===== config.mk =====
export PLATFORM = sky130hd
export DESIGN_NAME = store_unit
export DESIGN_NICKNAME = d
export VERILOG_FILES = /design/src/rtl/store_pkg.sv /design/src/rtl/store_align.sv /design/src/rtl/store_unit.sv
export SDC_FILE = /design/constraint.sdc
export NUM_CORES = 1
export LEC_CHECK = 0
export CAP_MARGIN = 20
export CORE_AREA = 4 4 146 134
export CTS_CLUSTER_DIAMETER = 100
export DETAILED_ROUTE_END_ITERATION = 8
export DIE_AREA = 0 0 150 138
export PLACE_DENSITY = 0.75
export SYNTH_ARGS = -nofsm -noshare
export SYNTH_HDL_FRONTEND = slang
export SYNTH_HIERARCHICAL = 1
export SYNTH_SLANG_ARGS = --single-unit

===== constraint.sdc =====
create_clock -name clk -period 1.57 [get_ports clk]
set_input_delay 0.2355 -clock clk [delete_from_list [all_inputs] [get_ports clk]]
set_output_delay 0.2355 -clock clk [all_outputs]
set_load 0.05 [all_outputs]

===== src/rtl/store_pkg.sv =====
// Shared encodings for the store path: access sizes and byte-enable patterns.
package store_pkg;

  localparam logic [1:0] SZ_WORD = 2'b00;
  localparam logic [1:0] SZ_HALF = 2'b01;
  localparam logic [1:0] SZ_BYTE = 2'b10;
  localparam logic [1:0] SZ_RSVD = 2'b11;

  localparam logic [3:0] BE_ALL = 4'b1111;
  localparam logic [3:0] BE_LO  = 4'b0011;
  localparam logic [3:0] BE_HI  = 4'b1100;

endpackage


===== src/rtl/store_align.sv =====
// Combinational store formatter: replicates register data into every lane,
// builds byte enables and flags misaligned or reserved-size accesses.
module store_align
  import store_pkg::*;
(
  input  logic [1:0]  addr_lo,
  input  logic [31:0] data,
  input  logic [1:0]  size,
  output logic [31:0] wdata,
  output logic [3:0]  be,
  output logic        illegal
);

  always_comb begin
    wdata   = data;
    be      = BE_ALL;
    illegal = 1'b0;
    case (size)
      SZ_WORD: begin
        illegal = (addr_lo != 2'b00);
      end
      SZ_HALF: begin
        wdata   = {2{data[15:0]}};
        be      = addr_lo[1] ? BE_HI : BE_LO;
        illegal = addr_lo[0];
      end
      SZ_BYTE: begin
        wdata = {4{data[7:0]}};
        be    = 4'b0001 << addr_lo;
      end
      default: begin
        be      = 4'b0000;
        illegal = 1'b1;
      end
    endcase
  end

endmodule


===== src/rtl/store_unit.sv =====
// Store path: formats stores at accept, queues legal ones in a small FIFO and
// issues them in order to data memory; illegal stores raise a one-cycle pulse.
module store_unit
  import store_pkg::*;
#(
  parameter int DEPTH  = 2,
  parameter int ADDR_W = 32
) (
  input  logic              clk,
  input  logic              reset_n,
  input  logic              req_valid,
  output logic              req_ready,
  input  logic [ADDR_W-1:0] req_addr,
  input  logic [31:0]       req_data,
  input  logic [1:0]        req_size,
  output logic              mem_valid,
  input  logic              mem_ready,
  output logic [ADDR_W-1:0] mem_addr,
  output logic [31:0]       mem_wdata,
  output logic [3:0]        mem_be,
  output logic              misalign,
  output logic [ADDR_W-1:0] misalign_addr,
  output logic              busy
);

  localparam int PTR_W = $clog2(DEPTH);
  localparam int CNT_W = $clog2(DEPTH + 1);
  localparam logic [CNT_W-1:0] DEPTH_C = CNT_W'(DEPTH);

  logic [ADDR_W-3:0] buf_addr_q  [DEPTH];
  logic [ADDR_W-3:0] buf_addr_d  [DEPTH];
  logic [31:0]       buf_wdata_q [DEPTH];
  logic [31:0]       buf_wdata_d [DEPTH];
  logic [3:0]        buf_be_q    [DEPTH];
  logic [3:0]        buf_be_d    [DEPTH];

  logic [PTR_W-1:0]  wr_ptr_q, wr_ptr_d;
  logic [PTR_W-1:0]  rd_ptr_q, rd_ptr_d;
  logic [CNT_W-1:0]  count_q, count_d;
  logic              misalign_q, misalign_d;
  logic [ADDR_W-1:0] misalign_addr_q, misalign_addr_d;

  logic [31:0] al_wdata;
  logic [3:0]  al_be;
  logic        al_illegal;
  logic        accept, push, pop;

  store_align u_align (
    .addr_lo (req_addr[1:0]),
    .data    (req_data),
    .size    (req_size),
    .wdata   (al_wdata),
    .be      (al_be),
    .illegal (al_illegal)
  );

  assign req_ready = (count_q < DEPTH_C);
  assign mem_valid = (count_q != '0);
  assign busy      = mem_valid;
  assign accept    = req_valid && req_ready;
  assign push      = accept && !al_illegal;
  assign pop       = mem_valid && mem_ready;

  always_comb begin
    buf_addr_d      = buf_addr_q;
    buf_wdata_d     = buf_wdata_q;
    buf_be_d        = buf_be_q;
    wr_ptr_d        = wr_ptr_q;
    rd_ptr_d        = rd_ptr_q;
    count_d         = count_q + CNT_W'(push) - CNT_W'(pop);
    misalign_d      = accept && al_illegal;
    misalign_addr_d = misalign_addr_q;

    if (push) begin
      buf_addr_d[wr_ptr_q]  = req_addr[ADDR_W-1:2];
      buf_wdata_d[wr_ptr_q] = al_wdata;
      buf_be_d[wr_ptr_q]    = al_be;
      wr_ptr_d              = wr_ptr_q + 1'b1;
    end
    if (pop) begin
      rd_ptr_d = rd_ptr_q + 1'b1;
    end
    if (accept && al_illegal) begin
      misalign_addr_d = req_addr;
    end
  end

  always_ff @(posedge clk or negedge reset_n) begin
    if (!reset_n) begin
      buf_addr_q      <= '{default: '0};
      buf_wdata_q     <= '{default: '0};
      buf_be_q        <= '{default: '0};
      wr_ptr_q        <= '0;
      rd_ptr_q        <= '0;
      count_q         <= '0;
      misalign_q      <= 1'b0;
      misalign_addr_q <= '0;
    end else begin
      buf_addr_q      <= buf_addr_d;
      buf_wdata_q     <= buf_wdata_d;
      buf_be_q        <= buf_be_d;
      wr_ptr_q        <= wr_ptr_d;
      rd_ptr_q        <= rd_ptr_d;
      count_q         <= count_d;
      misalign_q      <= misalign_d;
      misalign_addr_q <= misalign_addr_d;
    end
  end

  // Head fields are forced to zero when the queue is empty.
  assign mem_addr      = mem_valid ? {buf_addr_q[rd_ptr_q], 2'b00} : '0;
  assign mem_wdata     = mem_valid ? buf_wdata_q[rd_ptr_q] : '0;
  assign mem_be        = mem_valid ? buf_be_q[rd_ptr_q] : '0;
  assign misalign      = misalign_q;
  assign misalign_addr = misalign_addr_q;

endmodule


==> flow_summary.ini <==
[yosys]
synth-xor-area-share = 0.00323
synth_seq_cells = 169
syn_inst = 614
synth_simple_gate_area_frac = 0.0509
synth_top_family_by_area = multiplexers
synthMuxAreaShare = 0.327
synth_top_flop_cell = dfrtp_1
seq_area_frac_synth = 0.520
ys_async_sr_fraction = 1.00
synth_area_leaders = dfrtp_1 (52%), mux2_2 (17%), mux2i_1 (8.1%)
synth_top_area_share = 0.520
synth_edf_count = 0
synthAdderAreaFrac = 0.00923
synth-compound-area-share = 0.0345
synth.avg_cell_area_um2 = 13.2
syn_area_um2 = 8130
yosysTopAreaCell = dfrtp_1
ys_types = 34
ys_warn_count = 6

[status]
violations = negative setup slack
status = finished, violations left

[final_layout]
drive_gt1_frac = 0.582
syn_to_final_growth_pct = 59.2
finalNonFillerCells = 1121
final_cell_mix = dfrtp_1 (168), mux2_4 (125), buf_4 (92)
finish.utilization = 0.715
antenna_cells = 0
multi_input_area_um2 = 4360
final_common_cell = dfrtp_1
seqCellArea_um2 = 4230
nNetsFinal = 939
n_fill_cell = 1174

[floorplanning]
start_util = 0.449
num_io_pins = 174
chipWidth_um = 150
die_h_um = 138
die-area_um2 = 20700
rows = 47
core_area_um2 = 18100

[clock_network]
cts_sinks = 169
numCtsBuffers = 17
clock_latency_ps = 430
cts_max_level = 4
cts_tree = yes
clock_path_buffers = 2
clockRootBuffer = clkbuf_16
clk_pin_slew_ps = 70

[global_route]
grt_pass1_vias = 6590
grt_pass1_wl_mm = 36.9
overflow = 0
grt_antenna_before_repair = 0
grt_max_degree = 46
grt_usage = 0.230

[timing]
relSlewSlack = 0.650
final_hold_viol_count = 0
fin_skew_ps = 8.66
finalSetupViolCount = 201
tightest_slew_ps = 522
report.final.slew_viol_count = 0
setup_slack_ps = -407
tns_ps = -55210
finalCritPeriodShare = 1.26
rsz0062_at_grt = true
period_minus_slack_ps = 1980
holdWs_ps = 310
fmax_mhz = 506

[min_path]
hp-class = in -> async

[placement]
place_inst = 1037
port_buffers = 171
dpl.hpwl_mm = 14.6
globalplace.congestion = 0.881

[drt]
avgRoutedWirePerCell_um = 21.5
drt-total-wl_mm = 24.1
first_iter_violations = 352
dr_total_vias = 5923
drt_first_pass_iters = 4
ant_nets = 0
routed_via_density = 5.28
drc = 0

[worst_setup_path]
r2r_start = count_q[1]$_DFF_PN0_
cp_max_fo = 16
critPathMaxStageDelay_ps = 530
crit_type = reg -> out
endpoint_kind = primary output
crit_slowest_cell = dfrtp_4
worst_r2r_endpoint = buf_addr_q[59]$_DFFE_PN0P_
worstPathRequired_ps = 1330
rr_worst_depth = 8
cp-start-kind = register
crit_arrival_ps = 1740
path_cells = buf_12 > mux2i_2 > nor2_4 > buf_6
rrSetupSlack_ps = -300

[job]
maxCapViolCount = 0
## stage by stage
stage | cell area (um^2) | setup slack (ps)
floorplan | 8520 | -239
global placement | 10700 | -924
detailed placement | 10700 | -944
CTS | 12800 | -389
global route | 12900 | -453
finish | 12900 | -407
## sequential cells by signal, indices dropped and copies added (netlist names)
register / cells
buf_wdata_q: 64
buf_addr_q: 60
misalign_addr: 32
buf_be_q: 8
count_q: 2
misalign: 1
rd_ptr_q: 1
wr_ptr_q: 1
## worst max-delay path by stage
stage	startpoint	slack [ps]	cells after the start	end
after floorplan	req_size[1]	-240	10	buf_addr_q[0]$_DFFE_PN0P_
after global placement	req_size[1]	-920	10	buf_wdata_q[7]$_DFFE_PN0P_
final	rd_ptr_q$_DFFE_PN0P_	-410	4	mem_wdata[1]
after detailed placement	req_size[1]	-940	10	buf_wdata_q[4]$_DFFE_PN0P_
after global routing	rd_ptr_q$_DFFE_PN0P_	-450	4	mem_wdata[1]
after CTS	count_q[1]$_DFF_PN0_	-390	7	mem_wdata[10]
## metal layers
layer	share of wire	wire, um	global-route usage	vias up
met2	0.51	12300	0.387	196
met5	0	0	0	-
met4	0.016	387	0.0607	0
met3	0.049	1190	0.0514	29
li1	-	-	-	2644
met1	0.43	10200	0.300	3054
## area by class of cell
cell class	count	share of cell area
Inverter	14	0.00522
Multi-Input combinational cell	381	0.337
Clock buffer	18	0.0339
Sequential cell	169	0.327
Timing Repair Buffer	280	0.261
Tap cell	245	0.0237
Clock inverter	14	0.0125
## Yosys cell counts, types with 2 or more instances
cell,instances
dfrtp_1,169
mux2_2,124
nor2_1,77
mux2i_1,66
mux2_4,40
buf_4,17
buf_2,15
inv_1,14
a21oi_1,11
nand2_1,9
a22o_1,8
a22oi_1,8
o22ai_1,8
buf_6,7
ha_1,6
buf_1,4
buf_12,4
clkbuf_1,4
nand2b_1,3
a211oi_1,2
and2_1,2
nor2b_1,2
o21bai_1,2
xnor2_1,2
## logic make-up (layout without fill, tap and decap cells)
kind of cell / count (synthesis) / in the layout
DFF: 169 / 169
and+or+nand+nor: 99 / 99
buffers and inverters: 65 / 326
adders and majority gates: 6 / 6
muxes: 230 / 230
xor gates and xnor gates: 3 / 3
other: 1 / 2
AOI/OAI and AO/OA: 41 / 41
## critical path: cells and delay by family (launching register included)
family                 cells  cell delay, ps
AND/OR/NAND/NOR            1              60
buffers and inverters      2             370
flip-flops                 1             530
multiplexers               1             330
## timing repair
action / in CTS / in global routing
gates cloned: 21 / 1
hold endpoints to repair: 37 / 0
hold buffers: 1 / 0
setup endpoints to repair: 235 / 204
pin swaps: 25 / 7
gates resized for setup: 176 / 88
buffers inserted: 36 / 9
Power is left out: the tool's default activity adds up to more than one toggle a clock period on the data nets, which glitch-free logic cannot reach.
